File: config.mk
export PLATFORM = sky130hd
export DESIGN_NAME = ram8_arbiter
export DESIGN_NICKNAME = d
export VERILOG_FILES = /design/src/rtl/ram8_arbiter.sv
export SDC_FILE = /design/constraint.sdc
export NUM_CORES = 1
export LEC_CHECK = 0
export BUFFER_PORTS_ARGS = -buffer_cell sky130_fd_sc_hd__buf_4
export CORE_ASPECT_RATIO = 0.75
export CORE_UTILIZATION = 28
export CTS_CLUSTER_SIZE = 10
export DETAILED_ROUTE_END_ITERATION = 7
export GPL_TIMING_DRIVEN = 0
export PLACE_DENSITY = 0.47
export SYNTH_ARGS = -nofsm -noshare
export SYNTH_HDL_FRONTEND = slang
export SYNTH_SLANG_ARGS = --single-unit
File: constraint.sdc
create_clock -name clk -period 1.94 [get_ports clk]
set_clock_uncertainty 0.05 [all_clocks]
set_input_delay 0.291 -clock clk [delete_from_list [all_inputs] [get_ports clk]]
set_output_delay 0.291 -clock clk [all_outputs]
set_load 0.03 [all_outputs]
File: src/rtl/ram8_arbiter.sv
// ram8_arbiter
// Two-port round-robin arbiter in front of one shared 8-word memory
// (combinational read, write on the rising clock edge), plus a sequencer
// that clears the whole memory.
//
// Ports
//   clk, rst             single clock; synchronous active-high reset
//   clr_req / clr_busy   clear request; high while the clear sequence runs
//   a_* / b_*            per-port access channel:
//                          req, we, addr, wdata   request side
//                          gnt                    one-cycle pulse when the access is issued
//                          rvalid, rdata          read result, one cycle after gnt
//   mem_load, mem_addr,  strobe, address and write data to the shared memory
//   mem_wdata
//   mem_rdata            combinational read data from the shared memory
//   dbg_state            current FSM state (0 IDLE, 1 SERVE, 2 CLEAR)
//
// Handshake: a requester raises x_req together with x_we/x_addr/x_wdata and
// holds all of them stable until it sees x_gnt high; the access is issued in
// the gnt cycle. A read returns x_rvalid (one-cycle pulse) with x_rdata in the
// following cycle. x_rdata holds its value until the next read on that port
// completes. There is no backpressure on rvalid.
module ram8_arbiter #(
    parameter int DATA_W = 16,
    parameter int ADDR_W = 3
) (
    input  logic              clk,
    input  logic              rst,
    input  logic              clr_req,
    output logic              clr_busy,
    input  logic              a_req,
    input  logic              a_we,
    input  logic [ADDR_W-1:0] a_addr,
    input  logic [DATA_W-1:0] a_wdata,
    output logic              a_gnt,
    output logic              a_rvalid,
    output logic [DATA_W-1:0] a_rdata,
    input  logic              b_req,
    input  logic              b_we,
    input  logic [ADDR_W-1:0] b_addr,
    input  logic [DATA_W-1:0] b_wdata,
    output logic              b_gnt,
    output logic              b_rvalid,
    output logic [DATA_W-1:0] b_rdata,
    output logic              mem_load,
    output logic [ADDR_W-1:0] mem_addr,
    output logic [DATA_W-1:0] mem_wdata,
    input  logic [DATA_W-1:0] mem_rdata,
    output logic [1:0]        dbg_state
);

    typedef enum logic [1:0] {
        IDLE  = 2'd0,
        SERVE = 2'd1,
        CLEAR = 2'd2
    } state_t;

    state_t state, state_nxt;

    // 1 = port B was served last, so A wins the next tie.
    logic              last_b;
    logic              pick_b;

    // Command register: the winning request, captured in IDLE.
    logic              cmd_b;
    logic              cmd_we;
    logic [ADDR_W-1:0] cmd_addr;
    logic [DATA_W-1:0] cmd_wdata;

    logic [ADDR_W-1:0] clr_cnt;

    // Last values driven onto the memory bus, replayed while IDLE.
    logic [ADDR_W-1:0] addr_q;
    logic [DATA_W-1:0] wdata_q;

    logic              serve_rd_a;
    logic              serve_rd_b;
    logic              capture;

    assign dbg_state = state;

    // A single requester always wins; on a tie the port not served last wins.
    assign pick_b     = b_req && (!a_req || !last_b);
    assign capture    = (state == IDLE) && (state_nxt == SERVE);
    assign serve_rd_a = (state == SERVE) && !cmd_we && !cmd_b;
    assign serve_rd_b = (state == SERVE) && !cmd_we && cmd_b;

    always_comb begin
        state_nxt = state;
        case (state)
            IDLE: begin
                if (clr_req) begin
                    state_nxt = CLEAR;
                end else if (a_req || b_req) begin
                    state_nxt = SERVE;
                end
            end
            SERVE: state_nxt = IDLE;
            CLEAR: begin
                if (clr_cnt == {ADDR_W{1'b1}}) begin
                    state_nxt = IDLE;
                end
            end
            default: state_nxt = IDLE;
        endcase
    end

    always_comb begin
        a_gnt     = 1'b0;
        b_gnt     = 1'b0;
        clr_busy  = 1'b0;
        mem_load  = 1'b0;
        mem_addr  = addr_q;
        mem_wdata = wdata_q;
        case (state)
            SERVE: begin
                a_gnt     = !cmd_b;
                b_gnt     = cmd_b;
                mem_load  = cmd_we;
                mem_addr  = cmd_addr;
                mem_wdata = cmd_wdata;
            end
            CLEAR: begin
                clr_busy  = 1'b1;
                mem_load  = 1'b1;
                mem_addr  = clr_cnt;
                mem_wdata = '0;
            end
            default: ;
        endcase
    end

    always_ff @(posedge clk) begin
        if (rst) begin
            state     <= IDLE;
            last_b    <= 1'b1;
            cmd_b     <= 1'b0;
            cmd_we    <= 1'b0;
            cmd_addr  <= '0;
            cmd_wdata <= '0;
            clr_cnt   <= '0;
            addr_q    <= '0;
            wdata_q   <= '0;
            a_rvalid  <= 1'b0;
            b_rvalid  <= 1'b0;
            a_rdata   <= '0;
            b_rdata   <= '0;
        end else begin
            state    <= state_nxt;
            addr_q   <= mem_addr;
            wdata_q  <= mem_wdata;
            a_rvalid <= serve_rd_a;
            b_rvalid <= serve_rd_b;
            if (serve_rd_a) begin
                a_rdata <= mem_rdata;
            end
            if (serve_rd_b) begin
                b_rdata <= mem_rdata;
            end
            if (capture) begin
                cmd_b     <= pick_b;
                cmd_we    <= pick_b ? b_we    : a_we;
                cmd_addr  <= pick_b ? b_addr  : a_addr;
                cmd_wdata <= pick_b ? b_wdata : a_wdata;
                last_b    <= pick_b;
            end
            clr_cnt <= (state == CLEAR) ? clr_cnt + 1'b1 : '0;
        end
    end

endmodule

## After elaboration in Yosys (flattened, before gate mapping)

Cells that the tools add are included.

- Bits in registers: 80
- Latch bits: 0
- Output and inout port bits: 59
- Memory bits (writable): 0
- Logic and storage cells: 45
- Bits of input ports: 61
- Memories: 0
- ROM bits: 0

- Add/sub/neg operators: 1
- $mul: 0
- Muxes and demuxes: 13
- Shift-type cells: 0
- $lt $le $gt $ge: 0
- Divide/modulo/power cells: 0
- Bitwise logic cells: 1
- Equal/unequal tests: 4
- Reduce and logical (&&, ||, !) cells: 13

Operator list:

| operator | count |
|---|---|
| one-hot mux 16 bit (2 select lines) | 1 |
| two-way mux 16 bit | 1 |
| two-way mux 2 bit | 3 |
| one-hot mux 3 bit (2 select lines) | 1 |
| logical AND 1 bit | 5 |
| equality test 2 x 1 -> 1 bit, second input constant | 2 |
| logical NOT 1 bit | 4 |
| two-way mux 1 bit | 4 |
| one-hot mux 2 bit (2 select lines) | 1 |
| adder 3 x 1 -> 3 bit, second input constant | 1 |
| equality test 3 bit, second input constant | 1 |
| two-way mux 3 bit | 1 |
| equality test 2 bit, second input constant | 1 |
| logical NOT 2 bit | 1 |
| logical OR 1 bit | 2 |
| one-hot mux 1 bit (2 select lines) | 1 |
| OR reduction 2 bit | 1 |
| inverter 1 bit | 1 |

## Longest topological paths before layout

Gate-level depths: netlist (run 1).

- Word-level depth: 6
- Depth in mapped cells: 8
- Depth with buffers taken out: 6

## Worst setup path before layout (run 1)

Ideal clock, no wire load.

- Path type: flip-flop to output port
- Start: register state[0], in the netlist dbg_state[0]
- End: output mem_wdata[12]
- Setup slack: -464 ps
- Path buffers: 2
- Cell stages (with the launch flop): 6
- Required time: 1599 ps
- Arrival time: 2063 ps
- Path through: dfxtp_1 inv_1 ha_1 clkbuf_1 buf_2 o21ai_0

- Cells in the longest elaborated chain, start to end: 2
- Elaborated cells on any way between the ends: 3
- Classes of those cells: 2 x eq/ne; 1 x mux

Ends and longest elaborated chain:

| element | line | RTL |
|---|---|---|
| start: declaration | 58 | `state_t state, state_nxt;` |
| start signal: assignment | 149 | `state <= state_nxt;` |
| equality test 2 bit or equality test 2 x 1 -> 1 bit (tied branches) | 115 | `case (state)` |
| one-hot mux 16 bit (2 select lines) * | 115 |  |
| end: declaration | 47 | `output logic [DATA_W-1:0] mem_wdata,` |

Every way passes the cells marked *; elsewhere a longest branch is shown, timed or not.

## Final worst setup path (run 1)

- Start: register state[0], in the netlist dbg_state[0]
- End: output mem_wdata[2]

Same word-level chain as after synthesis.

==> run metrics, run 1 <==
status=finished with violations; failing checks=setup timing; Min-Delay Path Class=in2reg; CTS tree=built; root buffer selected by CTS=clkbuf_16; Pre-antenna DRT Iters=4; die width=between 100 and 150 um; Worst Setup Path Type=reg2out; Syn Area/Cell=8.87 um^2; Post-synth ARST share=0%; Post-synth EDFFs=0; most frequent cells in the layout=buf_4, dfxtp_1, nand2_1; clock sinks=80; Power Density=between 800 and 900 nW/um^2; Die ar.=about 13000 um^2; core area=11700 um^2; Mapped Cells=between 300 and 400; first-pass GRT wire length=between 15 and 20 mm; Seq/Total Area, Yosys=between 40 and 50%; RSZ-0062 raised after global routing=yes; Peak supply drop=approximately 0.46 mV; P_leak=2.16 nW; Primary FF master, synth=dfxtp_1; share of cells above drive strength 1=approximately 43%; via count=3128; # nets final=about 600; area grow syn2layout=59.5%; vias in the first global route=between 3000 and 4000; initial antenna violation count=0; global route overflow=0; Synth warnings=0; GP Congestion=~0.75; fin worst setup slack=-0.0407 ns; largest net degree at the start of global routing=15; IO buf count=~120; final worst path period share=102%; gr usage total=~17%; ANT nets after route=0; Worst Max-Slew Pin Slew=roughly 0.84 ns; latest clock arrival within the worst-skew pair=between 0.3 and 0.4 ns; worst hold margin=0.156 ns; Cell Rows=34; post-layout min period=~2.0 ns; Mapped Nets=448; final wirelength=about 10 mm; Iter 0 DRT Violations=about 120; Unique masters post-synth=33; IO Pins=120; clk buf depth=2; number of max-cap violations=0; Worst-path clk slew=about 0.06 ns; final hold violations=0; commonest non-fill, non-tap cell in the layout=buf_4; Final setup viols=14; H-tree Lvls=3; Seq cells post-synth=80; CP required=1.60 ns; Avg WL per Cell=~15 um; crit end category=primary output; maximum fanout along the worst path=5; DP HPWL=just over 7 mm; Setup Slack @ Placement=-0.226 ns; Max Clk Rate=approximately 500 MHz; Tot Pwr=~4.7 mW; Vias/cell=4.53; WP data arrival=1.64 ns; Startpoint Class=flop; worst rel slew slack=43.7%; die span in y=just under 100 um; Initial Util=around 29%; Mapped Area=between 3000 and 4000 um^2; total CTS buffers=9; Residual DRC=0; fin. max-slew vios=0; n_diodes=0
-- logic make-up after synthesis --
family | after synthesis | share of synthesized area [%]
AND/OR/NAND/NOR | 121 | 17.3
buffers and inverters | 50 | 6.72
flip-flops | 80 | 47.3
adder cells (fa/ha/maj) | 5 | 1.85
AO/OA/AOI/OAI | 105 | 20.6
multiplexers | 21 | 6.20
-- through the flow --
| step | cell area, um^2 | util [%] | std cells | setup TNS, ns |
|---|---|---|---|---|
| global placement | 4530 | 38.7 | 662 | -1.73 |
| CTS | 5240 | 44.8 | 685 | -0.409 |
| floorplan | 3440 | - | 382 | 0 |
| global route | 5400 | 46.2 | 691 | -1.35 |
| detailed placement | 4530 | 38.7 | 662 | -2.47 |
| finish | 5400 | 46.2 | 691 | -0.295 |
-- worst paths after layout --
path                            slack (ns)             to         start  cells past startpoint
worst max register to register        0.06  cmd_wdata[15]  dbg_state[0]                      9
worst min register to register        0.41     a_rdata[6]    a_rdata[6]                      2
worst min-delay path                  0.16   dbg_state[1]       clr_req                      3
worst max-delay path                 -0.04   mem_wdata[2]  dbg_state[0]                      6
-- cells in the mapped netlist (5+ instances only) --
library cell	number	area share, %
dfxtp_1	80	47
nand2_1	64	7.1
buf_2	14	2.1
mux2i_1	21	6.2
inv_1	19	2.1
ha_1	5	1.8
o21ai_0	18	2.7
nor2b_1	22	4.1
a211oi_2	19	7.0
nand3_1	16	2.4
nor2_1	6	0.66
a21oi_1	58	8.6
clkbuf_1	13	1.4
-- report_power, final --
group | switching (mW) | internal (mW)
sequential | 0.0587 | 1.73
clock | 0.692 | 1.17
combinational | 0.535 | 0.479
total | 1.29 | 3.38
-- final cells by class --
type,instances,area (um^2)
clock buffers,10,239
well taps,162,203
flip-flops and latches,80,1610
plain buffers,30,275
fillers,1154,6300
repair buffers,132,1110
inverters,19,73.8
multi-input cells,252,1800
clock inverters,6,92.6
-- per-layer routing --
metal | routed length (um) | track usage [%] | vias up
met2 | 4630 | 26.6 | 71
met1 | 5050 | 22.2 | 1471
met5 | 0 | 0 | -
met3 | 407 | 3.91 | 8
li1 | - | - | 1578
met4 | 102 | 4.89 | 0
-- timing repair --
action,in CTS,in global routing
hold buffers,0,0
buffers inserted,6,5
gates resized for setup,69,24
gates cloned,1,2
setup endpoints to repair,22,54
pin swaps,9,3
-- critical path, cell delays in order, from the launching register on --
cell and delay (ns):
dfxtp_4 0.37, inv_4 0.04, ha_4 0.25, clkbuf_16 0.16, buf_4 0.17, o21ai_4 0.15
buf_6 0.15
-- state kept, by name, indices dropped and copies added, names as in the netlist --
| signal | count |
|---|---|
| dbg_state | 2 |
| a_rdata | 16 |
| b_rdata | 16 |
| cmd_we | 1 |
| cmd_addr | 3 |
| cmd_b | 1 |
| last_b | 1 |
| cmd_wdata | 16 |
| wdata_q | 16 |
| a_rvalid | 1 |
| addr_q | 3 |
| b_rvalid | 1 |
| clr_cnt | 3 |
No activity file was read; power rests on OpenSTA's default activity.
==> inputs of run 2 (changes only) <==
==> constraint.sdc (replaced) <==
create_clock -name clk -period 2 [get_ports clk]
set_clock_uncertainty 0.05 [all_clocks]
set_input_delay 0.3 -clock clk [delete_from_list [all_inputs] [get_ports clk]]
set_output_delay 0.3 -clock clk [all_outputs]
set_load 0.03 [all_outputs]
==> run metrics, run 2 (synthesis results as in run 1) <==
status=finished, final reports clean; utilization after layout=between 40% and 50%; die width=between 100 and 150 um; Startpoint Class=flop; maximum fanout along the worst path=4; final worst path period share=between 90% and 100%; number of max-cap violations=0; Cell Rows=34; final std cells w/o fill=slightly below 700; GP Congestion=between 0.7 and 0.8; worst rel slew slack=42.9%; total CTS buffers=9; first-pass GRT wire length=around 16 mm; multi-input logic area=approximately 1700 um^2; IO Pins=120; clock sinks=80; # fillers=about 1200; commonest non-fill, non-tap cell in the layout=buf_4; Pre-antenna DRT Iters=4; Worst Setup Path Type=reg2out; Vias/cell=~4.5; via count=3119; P_leak=between 2 and 2.5 nW; Worst Max-Slew Pin Slew=0.857 ns; most frequent cells in the layout=buf_4, dfxtp_1, nand2_1; share of cells above drive strength 1=between 40 and 50%; Max Clk Rate=503 MHz; global route overflow=0; WHS Path Cells=3; crit end category=primary output; clk buf depth=2; largest net degree at the start of global routing=14; # nets final=slightly below 600; Worst-path clk slew=about 0.060 ns; Die ar.=approximately 13000 um^2; Placed Instances=approximately 660; n_diodes=0; RSZ-0062 raised after global routing=yes; Initial Util=between 20% and 30%; initial antenna violation count=0; fin. max-slew vios=0; Reg area=1610 um^2; Avg WL per Cell=between 10 and 15 um; IO buf count=118; core area=11700 um^2; cts hold-fix bufs=0; Peak supply drop=~0.45 mV; H-tree Lvls=3; Iter 0 DRT Violations=roughly 120; die span in y=approximately 100 um; area grow syn2layout=54.0%; Power Density=864 nW/um^2; latest clock arrival within the worst-skew pair=about 0.34 ns; gr usage total=~17%; DP HPWL=roughly 7.3 mm; number of cells on the worst reg-to-reg path=9; root buffer selected by CTS=clkbuf_16; final hold violations=0; Final setup viols=0; CP required=1.65 ns; final wirelength=around 10 mm; post-layout min period=1.99 ns; Min-Delay Path Class=in2reg; CTS tree=built; vias in the first global route=3287; WP data arrival=~1.6 ns; Residual DRC=0; ANT nets after route=0
run 2: changes by cell type in the layout (fill, tap and decap cells not counted), sizes merged:
cell | before | now
buf | 147 | 144
clkbuf | 25 | 22
clkinv | 2 | 4
clkinvlp | 2 | 0
bufinv | 2 | 3
run 2: metrics by stage:
stage	hold slack, ns	instance area, um^2	worst slack, ns	total power [mW]	setup TNS [ns]
final	0.167	5220	0.0137	4.51	0
after global routing	0.160	5220	-0.0382	4.69	-0.352
after CTS	0.158	5090	-0.00458	4.51	-0.0116
after detailed placement	0.401	4520	-0.422	2.53	-4.71
after global placement	0.395	4520	-0.419	2.52	-4.54
after floorplan	0.379	3430	0.0183	2.23	0
run 2: layout make-up:
| class | instances | area share, % |
|---|---|---|
| Clock buffer | 9 | 4.32 |
| Timing Repair Buffer | 126 | 19.5 |
| Sequential cell | 80 | 30.8 |
| Multi-Input combinational cell | 252 | 33.2 |
| Buffer | 31 | 4.65 |
| Inverter | 19 | 1.46 |
| Tap cell | 162 | 3.88 |
| Clock inverter | 7 | 2.11 |
run 2: worst paths after layout:
path | startpoint | slack, ns | endpoint
worst max-delay path | dbg_state[0] | 0.01 | mem_wdata[6]
worst min-delay path | clr_req | 0.17 | dbg_state[1]
worst max register to register | dbg_state[1] | 0.10 | a_rdata[11]
worst min register to register | a_rdata[8] | 0.41 | a_rdata[8]
run 2: where the power goes:
group | switching, mW | leakage (nW) | internal, mW
clock | 0.658 | 0.169 | 1.21
sequential | 0.0520 | 0.652 | 1.68
combinational | 0.495 | 1.29 | 0.412
run 2: critical path, stage by stage (launching register included):
cell and delay [ns]:
dfxtp_4 0.37, inv_4 0.04, ha_4 0.25, buf_8 0.13, buf_4 0.17, o21ai_4 0.17
buf_6 0.15
run 2: repair_timing:
action	in CTS	in global routing
pin swaps	1	3
resized for setup	49	24
endpoints found under the setup margin	30	32
gates cloned	0	0
setup buffers	6	2
run 2: per-layer routing:
layer	vias up	GRT usage (%)	wire length, um
met2	87	27.0	4530
met3	11	4.30	484
li1	1570	-	-
met5	-	0	0
met1	1451	22.6	5090
met4	0	5.88	132
